## src/rtl/fetch_stage_pkg.sv

```systemverilog
// Shared constants and types for the RV32I fetch stage and its IF/ID register.
package fetch_stage_pkg;

  localparam int XLEN = 32;

  localparam logic [XLEN-1:0] PC_RESET      = 32'h0000_3000;
  localparam logic [XLEN-1:0] NOP_INSTR     = 32'h0000_0013;
  localparam logic [XLEN-1:0] PC_INC        = 32'd4;
  localparam logic [XLEN-1:0] PC_ALIGN_MASK = ~32'd3;

  typedef struct packed {
    logic [XLEN-1:0] pc;
    logic [XLEN-1:0] pc4;
    logic [XLEN-1:0] ir;
  } if_id_t;

  localparam if_id_t IF_ID_BUBBLE = '{pc: '0, pc4: '0, ir: NOP_INSTR};

  // Redirect targets are word-aligned silently; misalignment is never trapped.
  function automatic logic [XLEN-1:0] align_pc(input logic [XLEN-1:0] addr);
    return addr & PC_ALIGN_MASK;
  endfunction

endpackage

```

## src/rtl/fetch_stage_if.sv

```systemverilog
// Fetch-stage bus: hazard controls, instruction-memory port and IF/ID outputs.
// Performance counter signals exist only when FETCH_PERF_CNT_EN is defined.
interface fetch_stage_if;
  import fetch_stage_pkg::*;

  logic            pc_src;
  logic [XLEN-1:0] pc_target;
  logic            fstall;
  logic            dstall;
  logic            dflush;
  logic [XLEN-1:0] imem_addr;
  logic [XLEN-1:0] imem_rdata;
  logic [XLEN-1:0] f_pc;
  logic [XLEN-1:0] d_pc;
  logic [XLEN-1:0] d_pc4;
  logic [XLEN-1:0] d_ir;
  logic            d_valid;
`ifdef FETCH_PERF_CNT_EN
  logic [31:0]     perf_fetch;
  logic [31:0]     perf_stall;
  logic [31:0]     perf_flush;
`endif

  modport master (
    input  pc_src, pc_target, fstall, dstall, dflush, imem_rdata,
`ifdef FETCH_PERF_CNT_EN
    output perf_fetch, perf_stall, perf_flush,
`endif
    output imem_addr, f_pc, d_pc, d_pc4, d_ir, d_valid
  );

  modport slave (
    output pc_src, pc_target, fstall, dstall, dflush, imem_rdata,
`ifdef FETCH_PERF_CNT_EN
    input  perf_fetch, perf_stall, perf_flush,
`endif
    input  imem_addr, f_pc, d_pc, d_pc4, d_ir, d_valid
  );

endinterface

```

## src/rtl/fetch_stage_if_id_reg.sv

```systemverilog
// Generic pipeline register with flush-over-stall priority, bubble value and valid bit.
module fetch_stage_if_id_reg #(
  parameter int           W      = 32,
  parameter logic [W-1:0] BUBBLE = '0
) (
  input  logic         clk,
  input  logic         rst,
  input  logic         flush,
  input  logic         stall,
  input  logic         valid_nxt,
  input  logic [W-1:0] data_nxt,
  output logic [W-1:0] data,
  output logic         valid
);

  // Flush wins over stall so a squashed slot can never be held.
  always_ff @(posedge clk or posedge rst) begin
    if (rst) begin
      data  <= BUBBLE;
      valid <= 1'b0;
    end else if (flush) begin
      data  <= BUBBLE;
      valid <= 1'b0;
    end else if (!stall) begin
      data  <= data_nxt;
      valid <= valid_nxt;
    end
  end

endmodule

```

## src/rtl/fetch_stage.sv

```systemverilog
// IF stage of the 5-stage RV32I pipeline: PC register, next-PC select and IF/ID register.
// Optional counters perf_fetch/perf_stall/perf_flush are built when FETCH_PERF_CNT_EN is defined.
module fetch_stage
  import fetch_stage_pkg::*;
(
  input logic           clk,
  input logic           rst,
  fetch_stage_if.master bus
);

  logic [XLEN-1:0] pc;
  logic [XLEN-1:0] pc_next;
  logic [XLEN-1:0] pc_plus4;
  if_id_t          if_id_next;
  if_id_t          if_id;
  logic            id_valid;

  assign pc_plus4 = pc + PC_INC;

  // A redirect from EX outranks a fetch stall.
  always_comb begin
    pc_next = pc_plus4;
    if (bus.pc_src) begin
      pc_next = align_pc(bus.pc_target);
    end else if (bus.fstall) begin
      pc_next = pc;
    end
  end

  always_ff @(posedge clk or posedge rst) begin
    if (rst) begin
      pc <= PC_RESET;
    end else begin
      pc <= pc_next;
    end
  end

  assign bus.imem_addr = pc;
  assign bus.f_pc      = pc;
  assign if_id_next    = '{pc: pc, pc4: pc_plus4, ir: bus.imem_rdata};

  fetch_stage_if_id_reg #(
    .W      ($bits(if_id_t)),
    .BUBBLE (IF_ID_BUBBLE)
  ) u_if_id (
    .clk       (clk),
    .rst       (rst),
    .flush     (bus.dflush),
    .stall     (bus.dstall),
    .valid_nxt (1'b1),
    .data_nxt  (if_id_next),
    .data      (if_id),
    .valid     (id_valid)
  );

  assign bus.d_pc    = if_id.pc;
  assign bus.d_pc4   = if_id.pc4;
  assign bus.d_ir    = if_id.ir;
  assign bus.d_valid = id_valid;

`ifdef FETCH_PERF_CNT_EN
  logic [31:0] fetch_cnt;
  logic [31:0] stall_cnt;
  logic [31:0] flush_cnt;

  // Counters wrap naturally at 2^32.
  always_ff @(posedge clk or posedge rst) begin
    if (rst) begin
      fetch_cnt <= '0;
      stall_cnt <= '0;
      flush_cnt <= '0;
    end else begin
      if (!bus.dflush && !bus.dstall) fetch_cnt <= fetch_cnt + 32'd1;
      if (!bus.dflush && bus.dstall)  stall_cnt <= stall_cnt + 32'd1;
      if (bus.dflush)                 flush_cnt <= flush_cnt + 32'd1;
    end
  end

  assign bus.perf_fetch = fetch_cnt;
  assign bus.perf_stall = stall_cnt;
  assign bus.perf_flush = flush_cnt;
`endif

endmodule

```

## src/flat_wrapper.sv

```systemverilog
// flat-port wrapper written by rule: the top's interface ports become plain ports
module fetch_stage_flat import fetch_stage_pkg::*;
  (clk, rst, bus_pc_src, bus_pc_target, bus_fstall, bus_dstall, bus_dflush, bus_imem_rdata, bus_imem_addr, bus_f_pc, bus_d_pc, bus_d_pc4, bus_d_ir, bus_d_valid);
  fetch_stage_if bus_i ();
  input logic clk;
  input logic rst;
  input wire logic [$bits(bus_i.pc_src)-1:0] bus_pc_src;
  input wire logic [$bits(bus_i.pc_target)-1:0] bus_pc_target;
  input wire logic [$bits(bus_i.fstall)-1:0] bus_fstall;
  input wire logic [$bits(bus_i.dstall)-1:0] bus_dstall;
  input wire logic [$bits(bus_i.dflush)-1:0] bus_dflush;
  input wire logic [$bits(bus_i.imem_rdata)-1:0] bus_imem_rdata;
  output wire logic [$bits(bus_i.imem_addr)-1:0] bus_imem_addr;
  output wire logic [$bits(bus_i.f_pc)-1:0] bus_f_pc;
  output wire logic [$bits(bus_i.d_pc)-1:0] bus_d_pc;
  output wire logic [$bits(bus_i.d_pc4)-1:0] bus_d_pc4;
  output wire logic [$bits(bus_i.d_ir)-1:0] bus_d_ir;
  output wire logic [$bits(bus_i.d_valid)-1:0] bus_d_valid;
  assign bus_i.pc_src = bus_pc_src;
  assign bus_i.pc_target = bus_pc_target;
  assign bus_i.fstall = bus_fstall;
  assign bus_i.dstall = bus_dstall;
  assign bus_i.dflush = bus_dflush;
  assign bus_i.imem_rdata = bus_imem_rdata;
  assign bus_imem_addr = bus_i.imem_addr;
  assign bus_f_pc = bus_i.f_pc;
  assign bus_d_pc = bus_i.d_pc;
  assign bus_d_pc4 = bus_i.d_pc4;
  assign bus_d_ir = bus_i.d_ir;
  assign bus_d_valid = bus_i.d_valid;
  fetch_stage u_core (.clk(clk), .rst(rst), .bus(bus_i));
endmodule
```

## config.mk

```make
export PLATFORM = sky130hd
export DESIGN_NAME = fetch_stage_flat
export DESIGN_NICKNAME = d
export VERILOG_FILES = /design/src/rtl/fetch_stage_pkg.sv /design/src/rtl/fetch_stage_if.sv /design/src/rtl/fetch_stage_if_id_reg.sv /design/src/rtl/fetch_stage.sv /design/src/flat_wrapper.sv
export SDC_FILE = /design/constraint.sdc
export NUM_CORES = 1
export LEC_CHECK = 0
export CORE_MARGIN = 8
export CORE_UTILIZATION = 39
export DETAILED_ROUTE_END_ITERATION = 10
export PLACE_DENSITY = 0.82
export REMOVE_ABC_BUFFERS = 1
export SLEW_MARGIN = 20
export SYNTH_ARGS = -nofsm -noshare
export SYNTH_HDL_FRONTEND = slang
export SYNTH_SLANG_ARGS = --single-unit
```

## constraint.sdc

```tcl
create_clock -name clk -period 10 [get_ports clk]
set_clock_uncertainty 0.05 [all_clocks]
set_input_delay 2 -clock clk [delete_from_list [all_inputs] [get_ports clk]]
set_output_delay 2 -clock clk [all_outputs]
set_load 0.01 [all_outputs]
```

* Word-level counts from Yosys, hierarchy flattened
Index checks and enable logic that the tools add are counted.
** Word-level totals
- Bits in registers :: 129
- Latch bits :: 0
- Word-level logic and storage cells :: 12
- Bits in writable memories :: 0
- Bits of input ports :: 70
- Memory bits (read-only) :: 0
- Memories kept :: 0
** Operators by class
- Multiplexer cells :: 6
- Divide/modulo/power cells :: 0
- Bitwise logic cells :: 0
- Reductions and logical operators :: 0
- Multiply operators :: 0
- Order comparisons :: 0
- Eq/ne operators :: 2
- Add/subtract/negate cells :: 1
- Shift operators :: 0
** Operator list (count)
- 2-to-1 mux 96 bit :: 2
- 2-to-1 mux 32 bit :: 2
- adder 32 x 3 -> 32 bit (second input constant) :: 1
- 2-to-1 mux 1 bit :: 2
- != test 2 x 1 -> 1 bit (second input constant) :: 1
- != test 2 bit (second input constant) :: 1

* Longest topological paths before layout
Gate-level depths: netlist (run 1).
- Word-level depth :: 3
- Depth in mapped cells :: 8
- Gate-level depth less buffers :: 6

* By module
Synthesis (run 1) repeated with hierarchy kept, for this count alone.
** Second synthesis, totals
- Cells, all modules :: 633
- Area total of the unflattened synthesis :: 6530.0 um2
** Modules (own cells, without submodules)
- fetch_stage_if_id_reg :: area an instance 3948.8 um2, sequential area each 2431.1 um2, cells each 314, times used 1
- fetch_stage :: area an instance 2581.2 um2, sequential area each 753.2 um2, cells each 319, times used 1

* Worst setup path after synthesis (run 1)
OpenSTA, ideal clock, no wires.
- Path type :: input port to flip-flop
- Start :: input bus_dstall
- End :: register u_core.u_if_id.data[6]
- Data required time :: 9.818 ns
- Cell stages on the path :: 5
- Path slack :: 6.538 ns
- Setup time :: 0.132 ns
- Arrival time :: 3.280 ns
- Cells stage by stage :: clkbuf_1 -> clkbuf_1 -> buf_1 -> mux2i_1 -> nor2_1
** Between the ends
- Cells in the longest elaborated chain, start to end :: 1
** Ends and longest elaborated chain
- start, declared :: RTL line flat_wrapper.sv:10 : input wire logic [$bits(bus_i.dstall)-1:0] bus_dstall;
- != test 2 x 1 -> 1 bit (no line)
- end signal, assigned :: RTL line fetch_stage_if_id_reg.sv:25 : data <= data_nxt;
- end, declared :: RTL line fetch_stage_if_id_reg.sv:12 : output logic [W-1:0] data,
Every way passes these cells.
A chain may end at the register's enable or synchronous reset.

* Worst setup path in the final report (run 1)
- Start :: register u_core.pc[15], in the netlist u_core.bus.f_pc[15]
- End :: output bus_f_pc[15]
** RTL lines
- start, declared :: RTL line fetch_stage.sv:11 : logic [XLEN-1:0] pc;
- start signal, assigned :: RTL line fetch_stage.sv:34 : pc <= pc_next;
- end, declared :: RTL line flat_wrapper.sv:14 : output wire logic [$bits(bus_i.f_pc)-1:0] bus_f_pc;
No word-level cell between the ends.

==> summary.txt, run 1 <==
Outcome
  – Status: completed

Placed design
  – Placed Cells: 985
  – DP Wirelength: 12.4 mm
  – DP Worst Slack: 5.51 ns
  – Cell Area, Placed: 8290 µm²
  – RePlAce Congestion: 0.811
  – IO Port Bufs: 224

STA
  – Unrepaired setup endpoints after global routing: no
  – Pins Over Slew Limit: 0
  – Slew @ Worst Pin: 1.07 ns
  – Final setup fails: 0
  – Final Cycle Share: 38.6%
  – Fin worst setup slack: 6.14 ns
  – Max Fclk: 259 MHz
  – Slew HR: 29.0%
  – Final Hold Violating Endpoints: 0
  – Tmin final: 3.86 ns
  – Setup TNS: 0 ns
  – Fin Hold WS: 0.461 ns

Floorplan
  – DIE WIDTH: 143 µm
  – Die Span Y: 143 µm
  – Row cnt: 46
  – IO Count: 231
  – Core ar.: 15,800 µm²
  – Starting Density: 39.7%
  – DIE AREA: 20,400 µm²

Finish
  – Area grow syn2layout: 42.0%
  – Final Util: 56.4%
  – Reg area: 3110 µm²
  – Antenna diodes: 0
  – Post-Layout Cell Count: 1,017
  – Layout cells sized above 1: 6.62%
  – Area of the multi-input gates: 2630 µm²
  – Final nets: 859
  – FILL cells: 1,385
  – Final Instance Area: 8890 µm²

Detailed routing
  – WL/cell: 17.9 µm
  – ANT nets after route: 0
  – DRC errors left: 0
  – Pre-Repair DR Iteration Count: 4
  – Vias/cell: 4.95
  – Post-Route WL: 18.2 mm
  – Total number of vias: 5,030
  – 1st-iter DRT viols: 261

Setup path
  – Worst path max stage delay: 0.74 ns
  – Critical-path cell list: clkdlybuf4s50_1
  – CP required: 7.95 ns
  – CP endpoint kind: output pin
  – Slowest cell on crit path: dfrtp_1
  – Crit Path Class: register to output pin
  – Buf/Inv on CP: 1
  – CP delay by family, top: flip-flops
  – Critical path peak fanout: 14
  – Worst EP arrival: 1.81 ns
  – Flop-to-flop setup slack: 7.46 ns
  – CP startpoint kind: register

Pwr
  – Max VDD drop: 0.0000996 V
  – PwrDens: 165 nW/µm²
  – Leak: 3.76 nW
  – Overall power: 1.47 mW

Logic synthesis
  – Yosys top cell area share: 47.6%
  – Cells after Synth: 631
  – Asr flop ratio synth: 100%
  – Syn. warnings: 0
  – Most frequent cell after synthesis: dfrtp_1
  – Synth Area in Compound Gates: 6.31%
  – EDFF count, synth: 0
  – Area share of and/or/nand/nor cells after synthesis: 17.5%
  – Largest family of logic cells by synthesized area: simple AND/OR/NAND/NOR gates
  – Multiplexer share of the synthesized area: 10.1%
  – #FFs+latches synth: 124
  – Synth Area in XOR/XNOR: 7.55%
  – Seq/Total Area, Yosys: 49.7%
  – Mapped Area: 6260 µm²
  – Main flop type after synthesis: dfrtp_1
  – Post-synth cell types: 43
  – Synth top cells by count: 119 x dfrtp_1, 103 x nor2_1, 63 x mux2i_1, 44 x nand2_1, 37 x buf_4
  – Synthesized area per cell: 9.92 µm²
  – Leading area contributor after synthesis: dfrtp_1
  – Synth area leaders: dfrtp_1 48%, mux2i_1 10%, nor2_1 6.2%
  – Adder-Cell Fraction of Synth Area: 0.200%

Clocking
  – Setup Buffers After CTS: 0
  – Num CTS Buffers: 17
  – Worst skew pair latency: 0.41 ns
  – CTS Sinks: 124
  – Clk buf depth: 2
  – H-tree depth: 4
  – CTS tree: done
  – Clock root buffer: clkbuf_16
  – Cts hold-fix bufs: 0
  – Post_cts resized: 0
  – Reg clk slew, reported paths: 0.05 ns

Global routing
  – Initial antenna violation count: 0
  – Routing usage on met3: 6.41%
  – Vias in the first global route: 5,097
  – Largest net degree at the start of global routing: 95
  – Top Usage Layer GRT: met2
  – Met2 Use GR: 29.0%
  – Met1 Resource Use GR: 22.6%
  – Global-route wire length before repair: 28.7 mm
  – Total gr overflow: 0
  – Total GRT Usage: 17.9%

Run
  – Maxcap violations: 0

Hold path
  – Worst hold path type: register to register
## state kept, by name, summed over array words and instances (netlist names)
name / flops
u_core.u_if_id.data: 93
u_core.u_if_id.valid: 1
u_core.bus.f_pc: 30
## cell families after synthesis
| kind of cell | count (synthesis) |
|---|---|
| AO/OA/AOI/OAI | 64 |
| multiplexers | 63 |
| buffers and inverters | 99 |
| adder cells (fa/ha/maj) | 1 |
| AND/OR/NAND/NOR | 225 |
| other | 1 |
| flip-flops | 124 |
| XOR/XNOR | 54 |
## worst paths after layout
check / start / to / cells past startpoint
max: u_core.bus.f_pc[15] / bus_f_pc[15] / 1
min: u_core.u_if_id.data[38] / u_core.u_if_id.data[38] / 2
max reg2reg: u_core.bus.f_pc[2] / u_core.bus.f_pc[30] / 6
min reg2reg: u_core.u_if_id.data[38] / u_core.u_if_id.data[38] / 2
max in group asynchronous: rst / u_core.u_if_id.data[16] / 3
min in group asynchronous: rst / u_core.u_if_id.data[7] / 2
## report_power, final
| group | internal [mW] | switching (mW) | leakage, nW |
|---|---|---|---|
| logic | 0.143 | 0.115 | 1.86 |
| clock network | 0.410 | 0.215 | 0.298 |
| registers | 0.539 | 0.0476 | 1.60 |
| total | 1.09 | 0.377 | 3.76 |
## cell usage in the layout (no fill, tap or decap), drive strengths merged, types with 2 or more instances in the layout
cell type	n
nand2	44
clkbuf	24
and3	6
a21oi	7
nor4	9
nand4	17
inv	7
nor2b	6
or2	3
and4	5
a211o	3
dfstp	5
xnor2	36
conb	4
mux2i	63
bufinv	3
buf	6
o21a	2
nor2	103
a311oi	2
nand3	12
nor3	13
nand2b	2
o21ai	32
clkinv	5
xor2	18
clkdlybuf4s50	221
a211oi	17
or3	2
dfrtp	119
## layer usage
metal / up-vias / wire, µm
met4: 0 / 113
met1: 2454 / 8040
met3: 9 / 1470
met5: - / 0
met2: 165 / 8610
li1: 2402 / -
## area by class of cell
type / instances / area share (%)
inverter: 7 / 0.352
sequential: 124 / 35.0
tap: 216 / 3.04
multi-input combinational: 411 / 29.6
clock buffer: 24 / 5.42
clock inverter: 8 / 1.29
timing repair buffer: 227 / 25.4
No activity file was read; power rests on OpenSTA's default activity.
==> inputs of run 2 (changes only) <==
- clock period: 10 -> 3.8 ns (I/O delays scaled with it)
==> run 2 against run 1 <==
- first-iteration DRC count is 21% higher
- via count is 0.36% higher
- critical path depth stayed put
- sequential share of layout area is 0.069 points higher
- worst hold slack better by 0.00077 ns
- global-route usage is 0.42 points lower
- non-clock buffer count is 3 higher
- worst setup slack worse by 4.9 ns
- power grew to 2.5 times the previous value
==> summary.txt, run 2 (synthesis gave the netlist of run 1 again) <==
Floorplan
  – DIE WIDTH: 143 µm
  – IO Count: 231
  – Row cnt: 46
  – Die Span Y: 143 µm
  – Starting Density: 39.7%
  – DIE AREA: 20,400 µm²
  – Core ar.: 15,800 µm²

Setup path
  – CP required: 2.99 ns
  – Crit Path Class: register to output pin
  – R2R cell count: 6
  – Critical path peak fanout: 14
  – Worst EP arrival: 1.80 ns
  – Slowest cell on crit path: dfrtp_1
  – Worst R2R End: u_core.bus.f_pc[30]
  – CP endpoint kind: output pin
  – CP startpoint kind: register
  – Worst path max stage delay: 0.73 ns
  – Reg2reg start: u_core.bus.f_pc[2]
  – Flop-to-flop setup slack: 1.30 ns
  – Critical-path cell list: clkdlybuf4s50_1
  – Buf/Inv on CP: 1
  – CP delay by family, top: flip-flops

Global routing
  – Global-route wire length before repair: 28.1 mm
  – Largest net degree at the start of global routing: 95
  – Total gr overflow: 0
  – Initial antenna violation count: 0
  – Vias in the first global route: 5,094
  – Total GRT Usage: 17.5%

Finish
  – Register with the most flip-flops: u_core.u_if_id.data
  – Layout cells sized above 1: 6.84%
  – Max FFs per register: 93
  – Commonest non-fill, non-tap cell in the layout: clkdlybuf4s50_1
  – Post-Layout Cell Count: 1,020
  – Antenna diodes: 0
  – Final Instance Area: 8870 µm²
  – Area grow syn2layout: 41.7%
  – Final Util: 56.3%
  – FILL cells: 1,389
  – Final nets: 862
  – Commonest cells after routing, fill and taps aside: 221 x clkdlybuf4s50_1, 119 x dfrtp_1, 103 x nor2_1

Clocking
  – Clk buf depth: 2
  – H-tree depth: 4
  – Cts hold-fix bufs: 0
  – Num CTS Buffers: 17
  – Reg clk slew, reported paths: 0.05 ns
  – CTS Sinks: 124
  – CTS tree: done
  – Worst skew pair latency: 0.41 ns
  – Post_cts resized: 0
  – Setup Buffers After CTS: 0
  – Clock root buffer: clkbuf_16

Detailed routing
  – ANT nets after route: 0
  – 1st-iter DRT viols: 315
  – DRC errors left: 0
  – WL/cell: 17.5 µm
  – Pre-Repair DR Iteration Count: 5
  – Total number of vias: 5,048
  – Vias/cell: 4.95
  – Post-Route WL: 17.9 mm

Placed design
  – Placed Cells: 988
  – RePlAce Congestion: 0.836
  – DP Wirelength: 12.3 mm
  – IO Port Bufs: 224
  – Cell Area, Placed: 8330 µm²

STA
  – Final Hold Violating Endpoints: 0
  – Tmin final: 2.61 ns
  – Slew HR: 30.3%
  – Unrepaired setup endpoints after global routing: no
  – Setup TNS: 0 ns
  – Slew @ Worst Pin: 1.05 ns
  – Pins Over Slew Limit: 0
  – Final Cycle Share: 68.7%
  – Max Fclk: 383 MHz
  – Final setup fails: 0

Hold path
  – Hold Path Origin: u_core.u_if_id.data[38]
  – Hold Path Sink: u_core.u_if_id.data[38]
  – Worst hold path type: register to register
  – Hold path cells: 2

Run
  – Maxcap violations: 0

Outcome
  – Status: completed

Pwr
  – Leak: 3.75 nW
  – Max VDD drop: 0.000276 V
  – PwrDens: 417 nW/µm²
## run 2: metrics by stage
step / power [mW] / setup slack, ns / hold WS, ns
after detailed placement: 2.25 / 1.18 / 0.456
after global routing: 3.88 / 1.11 / 0.480
after floorplan: 1.80 / -0.301 / 0.492
after global placement: 2.24 / 1.19 / 0.443
final: 3.70 / 1.19 / 0.462
after CTS: 3.76 / 1.14 / 0.468
## run 2: how the worst max path moves through the flow
| stage | from | endpoint | depth (start not counted) | slack (ns) |
|---|---|---|---|---|
| after floorplan | rst | u_core.bus.f_pc[10] | 1 | -0.30 |
| after global placement | bus_fstall | u_core.bus.f_pc[19] | 8 | 1.19 |
| after detailed placement | bus_fstall | u_core.bus.f_pc[19] | 8 | 1.18 |
| after CTS | u_core.bus.f_pc[15] | bus_f_pc[15] | 1 | 1.14 |
| after global routing | u_core.bus.f_pc[15] | bus_f_pc[15] | 1 | 1.11 |
| final | u_core.bus.f_pc[15] | bus_f_pc[15] | 1 | 1.19 |
## run 2: power by group
group	leakage [nW]	internal, mW	switching [mW]
sequential	1.60	1.42	0.124
clock	0.271	0.927	0.555
combinational	1.87	0.380	0.299
## run 2: metal layers
metal  track usage [%]  share of wire (%)
met1              21.9                 43
met5                 0                  0
met3              6.38                8.9
met2              28.2                 47
met4              4.42               0.50
## run 2: tightest hold or removal path, stage by stage (launching register included)
cell     delay, ns
dfrtp_1       0.34
a21oi_1       0.06
nor2_1        0.07
## run 2: final cells by class
| cell class | instances | area (µm²) | area share, % |
|---|---|---|---|
| timing repair buffer | 230 | 2300 | 25.9 |
| sequential | 124 | 3110 | 35.0 |
| multi-input combinational | 411 | 2620 | 29.5 |
| inverter | 7 | 31.3 | 0.352 |
| clock inverter | 8 | 68.8 | 0.775 |
| tap | 216 | 270 | 3.05 |
| clock buffer | 24 | 472 | 5.32 |
==> inputs of run 3 (changes only) <==
- PLACE_DENSITY: 0.82 -> 0.85
- clock period: 3.8 -> 2.35 ns (I/O delays scaled with it)
==> run 3 against run 2 <==
- power rose by 68%
- first-iteration DRC count fell by 2.9%
- sequential share of layout area fell by 1.1 points
- non-clock buffer count rose by 25
- core utilization rose by 1.7 points
- critical path type unchanged
- via count rose by 2.3%
- combinational power rose by 81%
- final area rose by 3.1%
==> summary.txt, run 3 (synthesis gave the netlist of run 1 again) <==
STA
  – Tmin final: 2.26 ns
  – Final setup fails: 0
  – Final Cycle Share: 96.2%
  – Slew @ Worst Pin: 0.521 ns
  – Fin worst setup slack: 0.0890 ns
  – Fin Hold WS: 0.385 ns
  – Slew HR: 65.3%
  – Final Hold Violating Endpoints: 0
  – Pins Over Slew Limit: 0
  – Unrepaired setup endpoints after global routing: no
  – Max Fclk: 442 MHz

Pwr
  – Max VDD drop: 0.000422 V
  – Flop pwr share: 39.3%
  – Sw Ratio: 25.9%
  – Power share of the clock group: 40.9%
  – Logic pwr share: 19.8%
  – Leak: 3.90 nW
  – Overall power: 6.20 mW
  – PwrDens: 678 nW/µm²
  – Int Pwr: 4.60 mW
  – Sw Pwr: 1.60 mW

Global routing
  – Largest net degree at the start of global routing: 79
  – Initial antenna violation count: 0
  – Global-route wire length before repair: 29.4 mm
  – Total GRT Usage: 18.5%
  – Total gr overflow: 0
  – Vias in the first global route: 5,369

Clocking
  – Clk buf depth: 2
  – H-tree depth: 4
  – CTS tree: done
  – Worst skew pair latency: 0.40 ns
  – Setup Buffers After CTS: 0
  – Num CTS Buffers: 17
  – Cts hold-fix bufs: 0
  – Clock root buffer: clkbuf_16
  – Reg clk slew, reported paths: 0.05 ns
  – CTS Sinks: 124

Placed design
  – DP Worst Slack: 0.0606 ns
  – IO Port Bufs: 224
  – Cell Area, Placed: 8570 µm²
  – RePlAce Congestion: 0.830
  – DP Wirelength: 13.5 mm

Detailed routing
  – Post-Route WL: 18.6 mm
  – 1st-iter DRT viols: 306
  – WL/cell: 17.8 µm
  – DRC errors left: 0
  – ANT nets after route: 0
  – Total number of vias: 5,162
  – Vias/cell: 4.94
  – Pre-Repair DR Iteration Count: 4

Finish
  – Commonest cells after routing, fill and taps aside: 221 x clkdlybuf4s50_1, 119 x dfrtp_1, 103 x nor2_1
  – Max FFs per register: 93
  – Final Instance Area: 9150 µm²
  – Antenna diodes: 0
  – Area of the multi-input gates: 2630 µm²
  – Reg area: 3110 µm²
  – Final Util: 58.0%
  – FILL cells: 1,388
  – Area grow syn2layout: 46.1%
  – Layout cells sized above 1: 9.77%
  – Register with the most flip-flops: u_core.u_if_id.data
  – Commonest non-fill, non-tap cell in the layout: clkdlybuf4s50_1
  – Final nets: 887

Floorplan
  – DIE WIDTH: 143 µm
  – Row cnt: 46
  – Core ar.: 15,800 µm²
  – IO Count: 231
  – DIE AREA: 20,400 µm²
  – Starting Density: 39.7%
  – Die Span Y: 143 µm

Outcome
  – Status: completed

Setup path
  – CP endpoint kind: output pin
  – CP startpoint kind: register
  – CP required: 1.83 ns
  – Worst EP arrival: 1.74 ns
  – Crit Path Class: register to output pin
  – Critical path peak fanout: 9
  – Flop-to-flop setup slack: 0.11 ns

Run
  – Maxcap violations: 0

Hold path
  – Worst hold path type: primary input to async pin
## run 3: metrics by stage
stage / setup TNS (ns) / cells
final: 0 / 1045
after global routing: 0 / 1045
after CTS: 0 / 1045
after detailed placement: 0 / 1013
after global placement: 0 / 1013
after floorplan: -176.75 / 542
## run 3: worst max-delay path, cell delays in order (launching register included)
cell and delay [ns]:
dfrtp_1 0.57, buf_4 0.23, clkdlybuf4s50_1 0.54
## run 3: layer usage
layer,global-route usage (%),vias up,part of all wire [%]
met4,6.49,0,1.4
met3,5.84,18,8.8
met1,22.2,2477,43
met2,30.5,206,47
met5,0,-,0
li1,-,2461,-
## run 3: power groups by stage
| stage | logic (mW) | registers, mW | clock network [mW] |
|---|---|---|---|
| after floorplan | 0.320 | 2.59 | 0 |
| after global placement | 1.22 | 2.47 | 0 |
| after detailed placement | 1.24 | 2.47 | 0 |
| after CTS | 1.25 | 2.44 | 2.59 |
| after global routing | 1.33 | 2.46 | 2.68 |
| final | 1.23 | 2.44 | 2.54 |
## run 3: final timing paths
check / startpoint / endpoint / cells after the start
worst max register to register: u_core.bus.f_pc[13] / u_core.u_if_id.data[50] / 4
min in group clk: u_core.u_if_id.valid / u_core.u_if_id.valid / 2
max in group asynchronous: rst / u_core.u_if_id.data[0] / 3
worst min register to register: u_core.u_if_id.valid / u_core.u_if_id.valid / 2
worst min-delay path: rst / u_core.u_if_id.data[7] / 2
worst max-delay path: u_core.bus.f_pc[15] / bus_imem_addr[15] / 2
## run 3: cell type report
class,instances,share of cell area [%]
clock buffers,25,5.31
clock inverters,7,0.957
inverters,7,0.342
multi-input cells,411,28.7
flip-flops and latches,124,34.0
well taps,216,2.95
repair buffers,255,27.8
## run 3: what timing repair did
action	in CTS	in global routing
hold endpoints to repair	0	0
endpoints found under the setup margin	0	9
gates resized for setup	0	1
